## src/rtl/tank_level_controller.sv

```systemverilog
// -----------------------------------------------------------------------------
// tank_level_controller
//
// Purpose:
//   Upstream stage of the irrigation controller. Samples the two raw float
//   switches (low mark, high mark), synchronises and debounces each of them,
//   and runs a fill-valve hysteresis FSM. The valve opens when the water drops
//   below the low mark and closes once the high mark is reached. An implausible
//   switch combination (high wet, low dry) or a fill that takes too long puts
//   the block into a latched FAULT state with the valve shut.
//
// Ports:
//   clock           in   1  system clock, rising edge
//   reset           in   1  asynchronous, active-high; returns the block to IDLE
//   level_low_raw   in   1  raw low-mark switch (async), 1 = water at/above low mark
//   level_high_raw  in   1  raw high-mark switch (async), 1 = water at/above high mark
//   fault_clear     in   1  synchronous level; leaves FAULT
//   fill_valve      out  1  1 = inlet valve open (FILLING)
//   full_tank       out  1  1 = tank at high mark (FULL)
//   water_ok        out  1  1 = water usable, valve closed (FULL or SERVING)
//   fault           out  1  1 = in FAULT
//   state_dbg       out  3  current state encoding
// -----------------------------------------------------------------------------
module tank_level_controller #(
  parameter int DEBOUNCE_CYCLES = 4,
  parameter int FILL_TIMEOUT    = 1024,
  parameter int CNT_W           = 16
) (
  input  logic       clock,
  input  logic       reset,
  input  logic       level_low_raw,
  input  logic       level_high_raw,
  input  logic       fault_clear,
  output logic       fill_valve,
  output logic       full_tank,
  output logic       water_ok,
  output logic       fault,
  output logic [2:0] state_dbg
);

  // State encodings are visible on state_dbg, so they are fixed values.
  localparam logic [2:0] ST_IDLE    = 3'b000;
  localparam logic [2:0] ST_FILLING = 3'b001;
  localparam logic [2:0] ST_FULL    = 3'b010;
  localparam logic [2:0] ST_SERVING = 3'b011;
  localparam logic [2:0] ST_FAULT   = 3'b100;

  localparam logic [CNT_W-1:0] DB_LAST   = CNT_W'(DEBOUNCE_CYCLES - 1);
  localparam logic [CNT_W-1:0] FILL_LAST = CNT_W'(FILL_TIMEOUT - 1);
  localparam logic [CNT_W-1:0] CNT_MAX   = '1;

  // Channel 0 = low-mark switch, channel 1 = high-mark switch.
  logic [1:0] w_raw;
  logic [1:0] w_db;

  assign w_raw = {level_high_raw, level_low_raw};

  // ---------------------------------------------------------------------------
  // Per-switch synchroniser and debouncer.
  // The debounced level only moves after the synchronised sample has disagreed
  // with it for DEBOUNCE_CYCLES consecutive cycles; any agreeing sample restarts
  // the count, so shorter glitches are swallowed entirely.
  // ---------------------------------------------------------------------------
  generate
    for (genvar gi = 0; gi < 2; gi++) begin : g_chan
      logic             r_meta;
      logic             r_sync;
      logic             r_db;
      logic [CNT_W-1:0] r_cnt;

      always_ff @(posedge clock or posedge reset) begin
        if (reset) begin
          r_meta <= 1'b0;
          r_sync <= 1'b0;
          r_db   <= 1'b0;
          r_cnt  <= '0;
        end else begin
          r_meta <= w_raw[gi];
          r_sync <= r_meta;
          if (r_sync == r_db) begin
            r_cnt <= '0;
          end else if (r_cnt >= DB_LAST) begin
            r_db  <= r_sync;
            r_cnt <= '0;
          end else begin
            r_cnt <= r_cnt + 1'b1;
          end
        end
      end

      assign w_db[gi] = r_db;
    end
  endgenerate

  logic w_db_low;
  logic w_db_high;
  logic w_inconsistent;

  assign w_db_low  = w_db[0];
  assign w_db_high = w_db[1];
  // A wet high switch above a dry low switch cannot be a real water level.
  assign w_inconsistent = w_db_high & ~w_db_low;

  // ---------------------------------------------------------------------------
  // Fill-valve FSM
  // ---------------------------------------------------------------------------
  logic [2:0]       r_state;
  logic [2:0]       w_state_next;
  logic [CNT_W-1:0] r_fill_timer;
  logic             w_fill_expired;

  // Timer value equals the number of completed cycles in FILLING, so the
  // comparison against FILL_TIMEOUT-1 fires in the FILLING_TIMEOUT-th cycle.
  assign w_fill_expired = (r_fill_timer == FILL_LAST);

  always_comb begin
    w_state_next = r_state;
    case (r_state)
      ST_IDLE: begin
        if (w_inconsistent)  w_state_next = ST_FAULT;
        else if (w_db_high)  w_state_next = ST_FULL;
        else                 w_state_next = ST_FILLING;
      end
      ST_FILLING: begin
        // Reaching the high mark wins over a timeout in the same cycle.
        if (w_inconsistent)      w_state_next = ST_FAULT;
        else if (w_db_high)      w_state_next = ST_FULL;
        else if (w_fill_expired) w_state_next = ST_FAULT;
        else                     w_state_next = ST_FILLING;
      end
      ST_FULL: begin
        if (w_inconsistent)  w_state_next = ST_FAULT;
        else if (!w_db_high) w_state_next = ST_SERVING;
        else                 w_state_next = ST_FULL;
      end
      ST_SERVING: begin
        if (w_inconsistent)  w_state_next = ST_FAULT;
        else if (w_db_high)  w_state_next = ST_FULL;
        else if (!w_db_low)  w_state_next = ST_FILLING;
        else                 w_state_next = ST_SERVING;
      end
      ST_FAULT: begin
        // Sticky; leaving goes through IDLE, which re-evaluates the sensors.
        if (fault_clear) w_state_next = ST_IDLE;
        else             w_state_next = ST_FAULT;
      end
      default: begin
        w_state_next = ST_IDLE;
      end
    endcase
  end

  always_ff @(posedge clock or posedge reset) begin
    if (reset) begin
      r_state <= ST_IDLE;
    end else begin
      r_state <= w_state_next;
    end
  end

  // Held at zero outside FILLING, which also gives the clear-on-entry
  // behaviour; counts up while filling and sticks at all-ones.
  always_ff @(posedge clock or posedge reset) begin
    if (reset) begin
      r_fill_timer <= '0;
    end else if (r_state != ST_FILLING) begin
      r_fill_timer <= '0;
    end else if (r_fill_timer != CNT_MAX) begin
      r_fill_timer <= r_fill_timer + 1'b1;
    end
  end

  // ---------------------------------------------------------------------------
  // Moore outputs, decoded from the state register only. Because the state
  // register resets asynchronously, the valve closes as soon as reset rises.
  // ---------------------------------------------------------------------------
  assign fill_valve = (r_state == ST_FILLING);
  assign full_tank  = (r_state == ST_FULL);
  assign water_ok   = (r_state == ST_FULL) | (r_state == ST_SERVING);
  assign fault      = (r_state == ST_FAULT);
  assign state_dbg  = r_state;

endmodule
```

## config.mk

```make
export PLATFORM = sky130hd
export DESIGN_NAME = tank_level_controller
export DESIGN_NICKNAME = d
export VERILOG_FILES = /design/src/rtl/tank_level_controller.sv
export SDC_FILE = /design/constraint.sdc
export NUM_CORES = 1
export LEC_CHECK = 0
export CELL_PAD_IN_SITES_DETAIL_PLACEMENT = 1
export CELL_PAD_IN_SITES_GLOBAL_PLACEMENT = 1
export CORE_UTILIZATION = 47
export CTS_CLUSTER_DIAMETER = 60
export DETAILED_ROUTE_END_ITERATION = 6
export GPL_ROUTABILITY_DRIVEN = 0
export PLACE_DENSITY = 0.79
export SETUP_SLACK_MARGIN = 0.2
export SKIP_LAST_GASP = 1
export SLEW_MARGIN = 10
export SYNTH_ARGS = -nofsm -noshare
export SYNTH_HDL_FRONTEND = slang
export SYNTH_SLANG_ARGS = --single-unit
export TNS_END_PERCENT = 30
```

## constraint.sdc

```tcl
create_clock -name clock -period 2 [get_ports clock]
set_clock_uncertainty 0.05 [all_clocks]
set_input_delay 0.4 -clock clock [delete_from_list [all_inputs] [get_ports clock]]
set_output_delay 0.4 -clock clock [all_outputs]
set_load 0.005 [all_outputs]
```

==> qor_table.md, run 1 <==
| Stage | Quantity | This run |
|---|---|---|
| timing | Final count of negative-setup-slack endpoints | 0 |
| drt | First drt pass iteration count | 4 |
| timing | Final number of hold-violating endpoints | 0 |
| finish | Final std cells w/o fill | 288 |
| drt | Post-route ant nets | 0 |
| drt | DR vias/cell | 5.552 |
| placement | Placed cell count | 262 |
| synth | Portion of the post-synthesis area used by sequential elements | 67.18% |
| synth | Share of synthesized flip-flops with an asynchronous set or reset | 100.0% |
| floorplanning | Initial Util | 48.76% |
| drt | Wirelength, routed | 5090 µm |
| worst setup path | Sort of element at the end of the critical path | output pin |
| worst setup path | CP Max Fanout | 2 |
| cts | TritonCTS clock tree | done |
| placement | Placed Area | 0.002446 mm² |
| timing | Maximum achievable frequency | 0.5322 GHz |
| worst setup path | CP Launch Point | state_dbg[1]$_DFF_PP0_ |
| timing | Slew HR | 58.92% |
| worst setup path | Data required time at the worst endpoint | 1.55 ns |
| global routing | Number of global-route vias before repair | 1664 |
| floorplanning | I/O pins | 12 |
| synth | Number of library cell types mapped by synthesis | 41 |
| pwr | Worst ir drop on vdd | 0.7250 mV |
| finish | Most frequent cells in the layout | sky130_fd_sc_hd__dfrtp_1, sky130_fd_sc_hd__conb_1, sky130_fd_sc_hd__buf_4 |
| worst setup path | Depth of the worst register-to-register path | 4 |
| synth | Seq cells post-synth | 57 |
| floorplanning | Total die area | 0.004791 mm² |
| floorplanning | Site Rows | 24 |
| pwr | PwrDens | 863.4 mW/mm² |
| placement | Worst slack at placement | 0.1335 ns |
| drt | Average routed wire per standard cell | 17.67 µm |
| global routing | Global-route usage over all layers | 22.38% |
| synth | Netlist area before placement | 0.002123 mm² |
| worst setup path | Termination of the worst setup path | fill_valve |
| worst setup path | Destination of the worst register-to-register timing path | r_fill_timer[0]$_DFFE_PP0P_ |
| timing | Total negative slack for setup checks | 0 ns |
| timing | Slew at the pin closest to its max-slew limit | 0.6077 ns |
| drt | Total number of vias | 1599 |
| global routing | Gr ovfl total | 0 |
| finish | Most common cell after layout, fill and taps aside | sky130_fd_sc_hd__dfrtp_1 |
| timing | Unrepaired setup endpoints after global routing | true |
| cts | Max clock buf depth | 2 |
| global routing | Number of antenna violations at the first check in global routing | 0 |
| placement | Count of input and output buffers | 11 |
| status | Result of the run | completed |
| finish | Antenna fix cells | 0 |
| pwr | Leakage component of the power | 1.298 nW |
| worst setup path | Data arrival time of the worst path | 1.43 ns |
| drt | Remaining routing DRC violations | 0 |
| worst setup path | Worst reg2reg path startpoint | r_fill_timer[10]$_DFFE_PP0P_ |
| synth | Number of flops mapped to enable cells by yosys | 0 |
| finish | Fraction of layout cells with a size suffix above 1 | 19.07% |
| synth | Yosys warns | 0 |
| global routing | Wire length of the first global-routing pass | 7983 µm |
| cts | Depth of the CTS H-tree | 3 |
| timing | Period utilisation layout | 93.95% |
| timing | Max-slew violation total from the final report | 0 |
| flow run | Number of violations of the max-capacitance limit | 0 |
| timing | Min Tclk post-route | 1.879 ns |
| placement | Hpwl dp | 3081 µm |
| timing | Final WS setup | 0.1209 ns |
| floorplanning | Placeable core region | 0.004354 mm² |
| worst hold path | Type of the worst min-delay path | reg -> reg |
| floorplanning | Die span in y | 69.22 µm |
| finish | Number of nets in the layout | 241 |
| global routing | Pin count of the biggest net entering global routing | 32 |
| worst setup path | Reg2Reg Setup Slack | 0.21 ns |
| cts | Root Driver | sky130_fd_sc_hd__clkbuf_8 |
| floorplanning | Width of the die | 69.22 µm |
| synth | Dominant register cell in the synthesized netlist | sky130_fd_sc_hd__dfrtp_1 |
| cts | Number of buffers inserted by hold repair at cts | 0 |
| synth | Cells after synthesis | 170 |
| finish | Layout Area Growth over Synthesis | 30.58% |
| cts | Cts bufs inserted | 9 |
| synth | Post-synthesis average cell area | 12.49 µm² |
| worst setup path | Category of the worst setup path launch point | flop |
| cts | Sinks on the clock net | 57 |
| finish | Final cell area excluding filler cells | 0.002773 mm² |
| worst setup path | Crit Path Category | reg -> out |
| drt | Iteration-0 DRC count of the detailed router | 114 |
| cts | Clock transition at the register clock pins on the worst setup and hold paths after CTS | 0.06 ns |
| timing | Hold Slack | 0.3057 ns |
| cts | Clock latency of the later-clocked register in the worst-skew pair | 0.33 ns |
-- state kept, by name (all words and copies together) (netlist names) --
signal         cells
state_dbg          3
g_chan.r_sync      2
r_fill_timer      16
g_chan.r_meta      2
g_chan.r_cnt      32
g_chan.r_db        2
-- critical path, stage by stage (launching register included) --
cell and delay (ns):
sky130_fd_sc_hd__dfrtp_1 0.38, sky130_fd_sc_hd__nand2b_1 0.16, sky130_fd_sc_hd__or2_1 0.26, sky130_fd_sc_hd__inv_2 0.08, sky130_fd_sc_hd__dlygate4sd2_1 0.23
-- how the worst min path moves through the flow --
stage / from / to / depth (start not counted)
6_report: g_chan[0].r_meta$_DFF_PP0_ / g_chan[0].r_sync$_DFF_PP0_ / 0
5_1_grt: g_chan[0].r_meta$_DFF_PP0_ / g_chan[0].r_sync$_DFF_PP0_ / 0
4_1_cts: g_chan[1].r_meta$_DFF_PP0_ / g_chan[1].r_sync$_DFF_PP0_ / 0
3_5_place_dp: g_chan[1].r_meta$_DFF_PP0_ / g_chan[1].r_sync$_DFF_PP0_ / 0
3_3_place_gp: g_chan[0].r_meta$_DFF_PP0_ / g_chan[0].r_sync$_DFF_PP0_ / 0
2_1_floorplan: g_chan[0].r_meta$_DFF_PP0_ / g_chan[0].r_sync$_DFF_PP0_ / 0
-- logic make-up (layout without fill, tap and decap cells) --
family,after synthesis,count (layout),share of synthesized area (%)
AND/OR/NAND/NOR,69,69,18.44
multiplexers,2,2,1.002
flip-flops,57,57,67.18
adder cells (fa/ha/maj),3,3,1.768
XOR/XNOR,5,5,2.063
buffers and inverters,9,48,1.768
AO/OA/AOI/OAI,24,24,7.602
other,1,28,0.1766
-- metal layers --
| layer | share of wire [%] | track usage (%) | wire (µm) | vias up |
|---|---|---|---|---|
| met5 | 0 | 0 | 0 | - |
| met4 | 2.0 | 10.66 | 104 | 0 |
| met3 | 3.7 | 6.977 | 187 | 12 |
| met2 | 55 | 37.76 | 2787 | 39 |
| met1 | 39 | 25.93 | 2010 | 826 |
| li1 | - | - | - | 722 |
-- layout make-up --
cell class,instances,area (µm²)
clock inverters,4,45.04
multi-input cells,131,815.8
repair buffers,30,264.0
inverters,4,18.77
flip-flops and latches,57,1426
well taps,52,65.06
clock buffers,10,137.6
fillers,439,1582
-- per-stage QoR --
| step | total power [mW] | utilization, % |
|---|---|---|
| after global routing | 2.479 | 63.68 |
| after detailed placement | 1.373 | 56.18 |
| after global placement | 1.361 | 56.18 |
| after CTS | 2.402 | 60.98 |
| final | 2.394 | 63.68 |
| after floorplan | 1.300 | - |
-- report_power, final --
group          internal [mW]  total [mW]  switching [mW]
Clock                  0.588        1.02           0.433
Sequential              1.20        1.22          0.0244
Combinational         0.0701       0.152          0.0814
-- cell usage after synthesis (4+ instances only) --
library cell | count | area [µm²]
sky130_fd_sc_hd__dfrtp_1 | 57 | 1426
sky130_fd_sc_hd__nor2_1 | 10 | 37.54
sky130_fd_sc_hd__nor3_1 | 10 | 50.05
sky130_fd_sc_hd__nand2_1 | 9 | 33.78
sky130_fd_sc_hd__nor4_1 | 8 | 50.05
sky130_fd_sc_hd__nand4_1 | 7 | 43.79
sky130_fd_sc_hd__o21ai_0 | 6 | 30.03
sky130_fd_sc_hd__a31oi_1 | 4 | 25.02
sky130_fd_sc_hd__inv_1 | 4 | 15.01
-- timing repair --
| item | CTS | global route |
|---|---|---|
| resized for setup | 9 | 10 |
| pin swaps | 1 | 5 |
| buffers inserted | 3 | 9 |
| setup endpoints to repair | 9 | 20 |
Power figures use the tool's default switching activity.
==> run 2: changes to the inputs <==
--- a/config.mk
+++ b/config.mk
@@ -5,11 +5,13 @@
 export SDC_FILE = /design/constraint.sdc
 export NUM_CORES = 1
 export LEC_CHECK = 0
+export ABC_AREA = 1
 export CELL_PAD_IN_SITES_DETAIL_PLACEMENT = 1
 export CELL_PAD_IN_SITES_GLOBAL_PLACEMENT = 1
-export CORE_UTILIZATION = 47
+export CORE_UTILIZATION = 48
 export CTS_CLUSTER_DIAMETER = 60
 export DETAILED_ROUTE_END_ITERATION = 6
+export DONT_BUFFER_PORTS = 1
 export GPL_ROUTABILITY_DRIVEN = 0
 export PLACE_DENSITY = 0.79
 export SETUP_SLACK_MARGIN = 0.2
==> run 2 against run 1 <==
  * First-iteration DRC count decreased by 42%
  * Sequential share of layout area decreased by 2.1 points
  * Global-route usage decreased by 0.98 points
  * Count of clock-buffer cells in the layout increased by 2
  * Cell area increased by 4.4%
  * Final cell count increased by 29%
  * Utilization decreased by 2.8 points
  * Register-to-register slack improved by 0.18 ns
  * Worst hold slack got worse by 0.26 ns
==> qor_table.md, run 2 <==
| Stage | Quantity | This run | vs previous |
|---|---|---|---|
| status | Result of the run | completed |  |
| global routing | Number of antenna violations at the first check in global routing | 0 | unchanged |
| pwr | Worst ir drop on vdd | 0.8373 mV | +15% |
| synth | Share of synthesized flip-flops with an asynchronous set or reset | 100.0% | unchanged |
| worst setup path | Top cell family by delay on the critical path | flip-flops |  |
| synth | Main combinational cell family by area after synthesis | simple AND/OR/NAND/NOR gates |  |
| worst setup path | Sort of element at the end of the critical path | output pin |  |
| synth | Dominant register cell in the synthesized netlist | sky130_fd_sc_hd__dfrtp_1 |  |
| synth | Post-synthesis average cell area | 9.352 µm² | -25% |
| floorplanning | Placeable core region | 0.004755 mm² | +9.2% |
| global routing | Wire length of the first global-routing pass | 8093 µm | +1.4% |
| timing | Period utilisation layout | 87.53% | -6.4 points |
| drt | Remaining routing DRC violations | 0 | unchanged |
| worst setup path | Data required time at the worst endpoint | 1.55 ns | about the same |
| pwr | Clock power frac | 48.5% | +5.9 points |
| drt | First drt pass iteration count | 4 | unchanged |
| synth | Number of library cell types mapped by synthesis | 22 | -46% |
| cts | Clock transition at the register clock pins on the worst setup and hold paths after CTS | 0.07 ns | about the same |
| drt | Wirelength, routed | 4952 µm | -2.7% |
| finish | Number of nets in the layout | 307 | +27% |
| timing | Final number of hold-violating endpoints | 0 | unchanged |
| drt | Post-route ant nets | 0 | unchanged |
| cts | TritonCTS clock tree | done |  |
| synth | Area fraction in compound gates after synthesis | 2.886% | -4.7 points |
| cts | Clock latency of the later-clocked register in the worst-skew pair | 0.33 ns | about the same |
| placement | Placed cell count | 349 | +33% |
| worst setup path | Reg2Reg Setup Slack | 0.39 ns | +0.18 ns |
| worst setup path | CP Max Fanout | 10 | +8 |
| finish | Most frequent cells in the layout | sky130_fd_sc_hd__dfrtp_1, sky130_fd_sc_hd__nand2_1, sky130_fd_sc_hd__nor2_1 |  |
| placement | Hpwl dp | 3367 µm | +9.3% |
| finish | Layout Area Growth over Synthesis | 21.41% |  |
| pwr | Part of the power in registers | 44.8% | -6.2 points |
| finish | Antenna fix cells | 0 | unchanged |
| worst setup path | Data arrival time of the worst path | 1.30 ns | -0.13 ns |
| timing | Min Tclk post-route | 1.751 ns | -0.1284 ns |
| flow run | Number of violations of the max-capacitance limit | 0 | unchanged |
| synth | Cell type contributing the most total cell area after synthesis | sky130_fd_sc_hd__dfrtp_1 |  |
| placement | Placed Area | 0.002579 mm² | +5.4% |
| synth | Mux cell area share after synthesis | 0% | -1.0 points |
| cts | Sinks on the clock net | 57 | unchanged |
| timing | Hold Slack | 0.04713 ns | -0.2586 ns |
| synth | Fraction of synthesized cell area taken by the top area cell type | 59.81% | -7.4 points |
| worst setup path | CP bufs+invs | 3 | +1 |
| synth | Cells after synthesis | 255 | +50% |
| synth | Largest cells by area after synthesis | sky130_fd_sc_hd__dfrtp_1, sky130_fd_sc_hd__nand2_1, sky130_fd_sc_hd__nor2_1, sky130_fd_sc_hd__nand3_1, sky130_fd_sc_hd__inv_1 |  |
| global routing | Number of global-route vias before repair | 1869 | +12% |
| timing | Final WS setup | 0.2493 ns | +0.1284 ns |
| synth | Most common library cells after synthesis | sky130_fd_sc_hd__dfrtp_1, sky130_fd_sc_hd__nand2_1, sky130_fd_sc_hd__nor2_1, sky130_fd_sc_hd__inv_1, sky130_fd_sc_hd__nand3_1 |  |
| worst setup path | Crit Path Category | reg -> out |  |
| pwr | Sw power | 0.6008 mW | +12% |
| pwr | PwrDens | 958.3 mW/mm² | +11% |
| pwr | Leakage component of the power | 1.450 nW | +12% |
| pwr | Gate power share | 6.7% | +0.4 points |
| drt | DR vias/cell | 4.725 | -15% |
| synth | Xor/xnor cell area share of the yosys netlist | 0.7345% | -1.3 points |
| finish | Max FFs per register | 32 | unchanged |
| worst setup path | Delay of the slowest critical-path stage | 0.43 ns | +0.05 ns |
| floorplanning | Total die area | 0.005254 mm² | +9.7% |
| finish | Most common cell after layout, fill and taps aside | sky130_fd_sc_hd__dfrtp_1 |  |
| finish | Top reg by flops | g_chan.r_cnt |  |
| worst setup path | Category of the worst setup path launch point | flop |  |
| timing | Final count of negative-setup-slack endpoints | 0 | unchanged |
| synth | Portion of the post-synthesis area used by sequential elements | 59.81% | -7.4 points |
| floorplanning | Die span in y | 72.49 µm | +4.7% |
| cts | Root Driver | sky130_fd_sc_hd__clkbuf_8 |  |
| finish | Utilization after layout | 60.89% | -2.8 points |
| finish | Final cell area excluding filler cells | 0.002895 mm² | +4.4% |
| synth | Simple-Gate Fraction of Synth Area | 29.33% | +11 points |
| worst setup path | Slowest CP cell | sky130_fd_sc_hd__dfrtp_1 |  |
| pwr | Switching part of the total power | 21.65% | -0.84 points |
| floorplanning | Width of the die | 72.49 µm | +4.7% |
| timing | Maximum achievable frequency | 0.5712 GHz | +7.3% |
| timing | Max-slew violation total from the final report | 0 | unchanged |
| drt | Iteration-0 DRC count of the detailed router | 66 | -42% |
| synth | Number of flops mapped to enable cells by yosys | 0 | unchanged |
| drt | Average routed wire per standard cell | 13.35 µm | -24% |
| global routing | Pin count of the biggest net entering global routing | 58 | +81% |
| floorplanning | I/O pins | 12 | unchanged |
| worst setup path | Cell-by-cell listing of the critical path | inv_2 > nor2_2 > nand2_2 > inv_4 > buf_6 |  |
| cts | Max clock buf depth | 2 | unchanged |
| placement | Count of input and output buffers | 0 | -11 |
| drt | Total number of vias | 1753 | +9.6% |
| synth | Netlist area before placement | 0.002385 mm² | +12% |
| cts | Depth of the CTS H-tree | 3 | unchanged |
| pwr | Internal power component | 2.174 mW | +17% |
| pwr | Post-route total power | 2.775 mW | +16% |
| global routing | Gr ovfl total | 0 | unchanged |
| finish | Fraction of layout cells with a size suffix above 1 | 16.12% | -2.9 points |
| synth | Adder and majority cell fraction of the synthesized area | 1.574% | -0.19 points |
| cts | Cts bufs inserted | 9 | unchanged |
| placement | Worst slack at placement | 0.4022 ns | +0.2686 ns |
| floorplanning | Site Rows | 25 | +4.2% |
| synth | Seq cells post-synth | 57 | unchanged |
| synth | Yosys warns | 0 | unchanged |
| timing | Unrepaired setup endpoints after global routing | true |  |
| synth | Cell with the most instances after synthesis | sky130_fd_sc_hd__dfrtp_1 |  |
| global routing | Global-route usage over all layers | 21.41% | -0.98 points |
| floorplanning | Initial Util | 50.16% | +1.4 points |
| finish | Final std cells w/o fill | 371 | +29% |
| worst hold path | Type of the worst min-delay path | in -> reg |  |
| timing | Total negative slack for setup checks | 0 ns | unchanged |
## run 2: cells by family after synthesis
logic type	after synthesis
other	1
buffers and inverters	31
xor gates and xnor gates	2
DFF	57
and+or+nand+nor	149
AOI/OAI and AO/OA	12
adders and majority gates	3
## run 2: worst register-to-register path, stage by stage (launching register included)
cell and delay, ns:
sky130_fd_sc_hd__dfrtp_1 0.40, sky130_fd_sc_hd__ha_1 0.20, sky130_fd_sc_hd__nand3_1 0.17, sky130_fd_sc_hd__nor2_4 0.24
sky130_fd_sc_hd__nand3_4 0.23, sky130_fd_sc_hd__o21ai_0 0.24
## run 2: metal layers
metal	track usage [%]	share of wire, %
met4	10.68	1.5
met5	0	0
met2	36.55	51
met3	5.833	2.5
met1	24.81	45
## run 2: layout make-up
| class | count | area [µm²] |
|---|---|---|
| Tap cell | 67 | 83.83 |
| Sequential cell | 57 | 1428 |
| Timing Repair Buffer | 8 | 78.83 |
| Inverter | 29 | 115.1 |
| Multi-Input combinational cell | 194 | 935.9 |
| Fill cell | 562 | 1859 |
| Clock buffer | 12 | 155.1 |
| Clock inverter | 4 | 98.84 |
## run 2: final timing paths
path                                                   from                            end  cells after the start
worst max-delay path                 state_dbg[0]$_DFF_PP0_                     fill_valve                      5
worst min-delay path                          level_low_raw     g_chan[0].r_meta$_DFF_PP0_                      0
worst max register to register  r_fill_timer[1]$_DFFE_PP0P_    r_fill_timer[0]$_DFFE_PP0P_                      5
worst min register to register   g_chan[1].r_meta$_DFF_PP0_     g_chan[1].r_sync$_DFF_PP0_                      0
max in group asynchronous                             reset         state_dbg[1]$_DFF_PP0_                      3
min in group asynchronous                             reset  g_chan[1].r_cnt[10]$_DFF_PP0_                      3
## run 2: repair_timing
| action | CTS | global route |
|---|---|---|
| gates cloned | 0 | 0 |
| setup endpoints to repair | 2 | 2 |
| gates resized for setup | 2 | 4 |
| hold buffers | 1 | 0 |
| setup buffers | 0 | 5 |
| hold endpoints to repair | 57 | 0 |
## run 2: power by group through the flow
stage	clock (mW)	combinational (mW)	sequential [mW]
floorplan	0	0.111	1.25
global placement	0	0.139	1.26
detailed placement	0	0.144	1.26
CTS	1.38	0.154	1.24
global route	1.42	0.212	1.25
finish	1.35	0.186	1.24
